## config.mk

```make
export PLATFORM = sky130hd
export DESIGN_NAME = apb_sram_arbiter
export DESIGN_NICKNAME = d
export VERILOG_FILES = /design/src/rtl/apb_sram_arbiter.sv
export SDC_FILE = /design/constraint.sdc
export NUM_CORES = 1
export LEC_CHECK = 0
export CORE_AREA = 2 2 159 161
export CTS_BUF_LIST = sky130_fd_sc_hd__clkbuf_16
export CTS_CLUSTER_SIZE = 16
export DETAILED_ROUTE_END_ITERATION = 8
export DIE_AREA = 0 0 161 163
export PLACE_DENSITY_LB_ADDON = 0.3
export RECOVER_POWER = 25
export REMOVE_ABC_BUFFERS = 1
export SYNTH_ARGS = -nofsm -noshare
export SYNTH_HDL_FRONTEND = slang
export SYNTH_SLANG_ARGS = --single-unit
export TNS_END_PERCENT = 5
```

## constraint.sdc

```tcl
create_clock -name PCLK -period 4.1 [get_ports PCLK]
set_clock_uncertainty 0.2 [all_clocks]
set_input_delay 0.82 -clock PCLK [delete_from_list [all_inputs] [get_ports PCLK]]
set_output_delay 0.82 -clock PCLK [all_outputs]
set_load 0.01 [all_outputs]
```

## src/rtl/apb_sram_arbiter.sv

```systemverilog
// apb_sram_arbiter: round-robin APB master that shares one APB slave among N_REQ requesters.
// Each requester posts a single read or write. The winner gets a full SETUP/ACCESS transfer,
// and a one-cycle done pulse returns to it.
// Optional feature: define APB_ARB_TIMEOUT_EN to build an ACCESS-phase PREADY watchdog.
module apb_sram_arbiter #(
  parameter int unsigned N_REQ          = 4,
  parameter int unsigned ADDR_BUS_WIDTH = 32,
  parameter int unsigned DATA_BUS_WIDTH = 32,
  parameter int unsigned TIMEOUT_CYC    = 16
) (
  input  logic                            PCLK,
  input  logic                            PRESETn,
  input  logic [N_REQ-1:0]                req_valid,
  input  logic [N_REQ-1:0]                req_write,
  input  logic [N_REQ*ADDR_BUS_WIDTH-1:0] req_addr,
  input  logic [N_REQ*DATA_BUS_WIDTH-1:0] req_wdata,
  output logic [N_REQ-1:0]                rsp_done,
  output logic [DATA_BUS_WIDTH-1:0]       rsp_rdata,
  output logic                            rsp_err,
  output logic                            busy,
  output logic [$clog2(N_REQ)-1:0]        grant_id,
  output logic                            PSEL,
  output logic                            PENABLE,
  output logic                            PWRITE,
  output logic [ADDR_BUS_WIDTH-1:0]       PADDR,
  output logic [DATA_BUS_WIDTH-1:0]       PWDATA,
  input  logic [DATA_BUS_WIDTH-1:0]       PRDATA,
  input  logic                            PREADY,
  input  logic                            PSLVERR
);

  localparam int unsigned IdW = $clog2(N_REQ);
  localparam int unsigned AW  = ADDR_BUS_WIDTH;
  localparam int unsigned DW  = DATA_BUS_WIDTH;

  typedef enum logic [1:0] {StIdle, StSetup, StAccess, StDone} state_e;

  state_e           state_q, state_d;
  logic [IdW-1:0]   last_q, last_d;
  logic [IdW-1:0]   grant_q, grant_d;
  logic             psel_q, psel_d;
  logic             penable_q, penable_d;
  logic             pwrite_q, pwrite_d;
  logic [AW-1:0]    paddr_q, paddr_d;
  logic [DW-1:0]    pwdata_q, pwdata_d;
  logic [N_REQ-1:0] done_q, done_d;
  logic [DW-1:0]    rdata_q, rdata_d;
  logic             err_q, err_d;
  logic             busy_q, busy_d;

  logic             pick_valid;
  logic [IdW-1:0]   pick_id;

`ifdef APB_ARB_TIMEOUT_EN
  localparam int unsigned TmoW = $clog2(TIMEOUT_CYC + 1);
  logic [TmoW-1:0]  tmo_q, tmo_d;
`else
  // Without the watchdog the limit has no consumer.
  logic unused_tmo_cfg;
  assign unused_tmo_cfg = ^TIMEOUT_CYC;
`endif

  // Requester index k positions after base, wrapping at N_REQ.
  function automatic logic [IdW-1:0] rr_idx(input logic [IdW-1:0] base, input int unsigned k);
    int unsigned sum;
    sum = 32'(base) + k;
    return IdW'(sum % N_REQ);
  endfunction

  // Round-robin search starting just after the last granted requester.
  always_comb begin
    pick_valid = 1'b0;
    pick_id    = '0;
    for (int unsigned k = 1; k <= N_REQ; k++) begin
      if (!pick_valid && req_valid[rr_idx(last_q, k)]) begin
        pick_valid = 1'b1;
        pick_id    = rr_idx(last_q, k);
      end
    end
  end

  // Next state and next values of every registered output.
  always_comb begin
    state_d   = state_q;
    last_d    = last_q;
    grant_d   = grant_q;
    psel_d    = psel_q;
    penable_d = penable_q;
    pwrite_d  = pwrite_q;
    paddr_d   = paddr_q;
    pwdata_d  = pwdata_q;
    done_d    = '0;
    rdata_d   = rdata_q;
    err_d     = err_q;
    busy_d    = busy_q;
`ifdef APB_ARB_TIMEOUT_EN
    tmo_d     = tmo_q;
`endif
    unique case (state_q)
      StIdle: begin
        if (pick_valid) begin
          state_d  = StSetup;
          grant_d  = pick_id;
          last_d   = pick_id;
          pwrite_d = req_write[pick_id];
          paddr_d  = req_addr[32'(pick_id)*AW +: AW];
          pwdata_d = req_wdata[32'(pick_id)*DW +: DW];
          psel_d   = 1'b1;
          busy_d   = 1'b1;
        end
      end
      StSetup: begin
        state_d   = StAccess;
        penable_d = 1'b1;
`ifdef APB_ARB_TIMEOUT_EN
        tmo_d     = '0;
`endif
      end
      StAccess: begin
        if (PREADY) begin
          state_d         = StDone;
          psel_d          = 1'b0;
          penable_d       = 1'b0;
          busy_d          = 1'b0;
          done_d[grant_q] = 1'b1;
          err_d           = PSLVERR;
          if (!pwrite_q) rdata_d = PRDATA;
        end
`ifdef APB_ARB_TIMEOUT_EN
        // PREADY on the final allowed cycle still completes normally.
        else if (tmo_q == TmoW'(TIMEOUT_CYC - 1)) begin
          state_d         = StDone;
          psel_d          = 1'b0;
          penable_d       = 1'b0;
          busy_d          = 1'b0;
          done_d[grant_q] = 1'b1;
          err_d           = 1'b1;
          rdata_d         = '0;
        end else begin
          tmo_d = tmo_q + 1'b1;
        end
`endif
      end
      // Turnaround: requests are not sampled so a finishing requester cannot be re-granted.
      StDone: begin
        state_d = StIdle;
      end
      default: begin
        state_d = StIdle;
      end
    endcase
  end

  // State and output registers; reset abandons any transfer without a done pulse.
  always_ff @(posedge PCLK or negedge PRESETn) begin
    if (!PRESETn) begin
      state_q   <= StIdle;
      last_q    <= IdW'(N_REQ - 1);
      grant_q   <= '0;
      psel_q    <= 1'b0;
      penable_q <= 1'b0;
      pwrite_q  <= 1'b0;
      paddr_q   <= '0;
      pwdata_q  <= '0;
      done_q    <= '0;
      rdata_q   <= '0;
      err_q     <= 1'b0;
      busy_q    <= 1'b0;
`ifdef APB_ARB_TIMEOUT_EN
      tmo_q     <= '0;
`endif
    end else begin
      state_q   <= state_d;
      last_q    <= last_d;
      grant_q   <= grant_d;
      psel_q    <= psel_d;
      penable_q <= penable_d;
      pwrite_q  <= pwrite_d;
      paddr_q   <= paddr_d;
      pwdata_q  <= pwdata_d;
      done_q    <= done_d;
      rdata_q   <= rdata_d;
      err_q     <= err_d;
      busy_q    <= busy_d;
`ifdef APB_ARB_TIMEOUT_EN
      tmo_q     <= tmo_d;
`endif
    end
  end

  assign rsp_done  = done_q;
  assign rsp_rdata = rdata_q;
  assign rsp_err   = err_q;
  assign busy      = busy_q;
  assign grant_id  = grant_q;
  assign PSEL      = psel_q;
  assign PENABLE   = penable_q;
  assign PWRITE    = pwrite_q;
  assign PADDR     = paddr_q;
  assign PWDATA    = pwdata_q;

endmodule

```

==> qor.yml <==
status: "finished with violations"
violations: "max-capacitance violations, max-slew violations"
grt_overflow: 0
syn_inst: 495
rows: 58
critPathLaunchType: "primary input"
place_area_sq_um: 10200
grtUsageTotal: 0.164
finalPower_mw: 6.49
antenna_found_initial: 0
fin_crit_sh: 0.706
holdPathStages: 2
synth_top_cell_by_area: "dfrtp_1"
leakage_nw: 4.50
worstReg2RegStart: "last_q[0]"
rrSetupSlack_ns: 1.64
grt_pass1_wl_um: 32800
nFillCells: 2388
crit_arrival_ns: 2.89
cts_buffers: 9
crit_chain: "clkdlybuf4s50_1, nand2b_1, a21oi_1, nor3_4, buf_12, buf_12, mux2i_1, o221ai_1"
drcViolationCount: 0
synthDistinctLibCells: 30
cts_setup_buffers: 0
synth.top_cell.area_share: 0.458
cp_slowest_cell: "clkdlybuf4s50_1"
cts_tree: "built"
synth_flop_cell: "dfrtp_1"
ant_nets: 0
crit_type: "primary input to flip-flop"
clk_latency_ns: 0.35
finalSetupTns_ns: 0
holdPathEnd: "PADDR[5]"
gp_congestion: 0.822
pin_count: 407
setup_viol: 0
ys_top_cells_by_area: "dfrtp_1 (46%), mux2i_1 (22%), o221ai_1 (9.6%)"
vias_per_cell: 4.50
htreeDepth: 3
yosysSeqAreaShare: 0.467
wirelength_um: 22600
crit_top_cell: "buf_12"
start_util: 0.239
r2r_cells: 7
powerDensity_nw_per_um2: 620
grt_setup_unrepaired: "no"
dr.first_iter.drc_count: 201
layout_min_cycle_time_ns: 2.89
r2r-end: "PWDATA[29]"
dieArea_sq_um: 26200
hold_viol: 0
dpl.hpwl_um: 17000
max_slew_margin: -0.0917
cts_hold_buf: 0
drive_above_1_share: 0.0407
drv_slew: 56
fmax_mhz: 346
post_cts_resized: 0
numPortBuffers: 406
async_reset_ff_frac: 1.00
worst_pin_slew_ns: 1.64
ys_seq_elements: 110
worstPathMaxFanout: 65
design_area_sq_um: 10500
drt_first_pass_iters: 4
avgSynthCellArea_sq_um: 11.9
cts.path.max_buffers: 2
diodes: 0
core_area_sq_um: 24700
grt_pass1_vias: 5445
cp_data_required_time_ns: 4.10
synth_common_cells: "mux2i_1 (130), dfrtp_1 (108), nand2_1 (73), o221ai_1 (65), mux2_1 (30)"
vias: 5457
yosysMostFrequentCell: "mux2i_1"
final_nets: 1184
clock-sinks: 110
synth_warnings: 0
syn-cell-area_sq_um: 5910
max-cap-violations: 1
syn_to_final_growth_pct: 77.2
wire_per_inst_um: 18.6
fp.dieW_um: 161
synth-edff-count: 0
grt_max_degree: 67
root_buffer: "clkbuf_16"
slowest_delay_ns: 0.52
die_h_um: 163
hold_path_class: "flip-flop to flip-flop"
clk_pin_slew_ns: 0.08
hp-start: "PADDR[5]"
crit_path_end_kind: "flip-flop"
peakVddDrop_mv: 0.384
==> metal layers <==
layer	track usage	vias to the layer above	routed length, um
li1	-	2622	-
met1	0.206	2611	9470
met2	0.284	207	11500
met3	0.0336	17	1320
met4	0.0479	0	327
met5	0	-	0
==> sequential cells by signal, summed over array words and instances, names as in the netlist <==
name / cells
rsp_done: 4
PWRITE: 1
busy: 1
grant_id: 2
PWDATA: 32
state_q: 2
last_q: 2
PENABLE: 1
rsp_err: 1
PADDR: 32
rsp_rdata: 32
==> placed cells by master (no fill, tap or decap), drive strengths merged <==
cell type / count
bufinv: 1
o32a: 1
clkbuf: 10
clkinv: 1
nor2: 7
a21boi: 1
clkdlybuf4s50: 404
mux2i: 130
nor3: 3
ha: 4
dfstp: 2
mux2: 33
and4: 1
o22a: 1
inv: 8
a21oi: 6
o221ai: 65
or2: 2
o21ai: 4
nand2: 73
and3: 1
dlygate4sd3: 1
dfrtp: 108
buf: 10
o2bb2ai: 1
nand2b: 4
nor3b: 2
==> per-stage QoR <==
stage                     utilization  hold slack (ns)  std cells  setup WS [ns]
final                           0.424            0.283       1214           1.21
after global routing            0.424            0.306       1214           1.09
after CTS                       0.424            0.291       1214           1.24
after detailed placement        0.412            0.272       1199          0.843
after global placement          0.412            0.270       1199          0.906
after floorplan                     -            0.283        453          -5.11
==> worst max-delay path: cells and delay by family <==
family | cells | cell delay [ns]
compound gates | 2 | 0.22
buf+inv | 3 | 1.19
mux | 1 | 0.22
simple gates | 2 | 0.36
==> where the power goes <==
part | internal, mW | switching (mW)
Combinational | 1.95 | 1.67
Sequential | 1.63 | 0.298
Clock | 0.487 | 0.451
Total | 4.07 | 2.41
==> how the worst max path moves through the flow <==
stage | start | depth (start not counted) | slack (ns) | end
6_report | req_valid[2] | 8 | 1.21 | PWDATA[29]
5_1_grt | req_valid[2] | 8 | 1.09 | PWDATA[24]
4_1_cts | req_valid[2] | 8 | 1.24 | PWDATA[5]
3_5_place_dp | req_valid[2] | 8 | 0.84 | PADDR[16]
3_3_place_gp | req_valid[2] | 8 | 0.91 | PWDATA[24]
2_1_floorplan | req_valid[0] | 5 | -5.11 | PADDR[0]
==> layout make-up <==
cell class	count	area, sq um	share of cell area
multi-input cells	339	2780	0.266
clock inverters	6	78.8	0.00753
inverters	4	15.0	0.00143
repair buffers	416	4200	0.401
flip-flops and latches	110	2760	0.263
well taps	330	413	0.0395
clock buffers	9	225	0.0215
==> logic make-up after synthesis <==
kind of cell	Yosys count	share of synthesized area
mux	163	0.283
flops	110	0.467
simple gates	93	0.0657
compound gates	79	0.111
buf+inv	46	0.0646
fa+ha+maj	4	0.00847
Note: power is estimated with default switching activity, not from simulation.
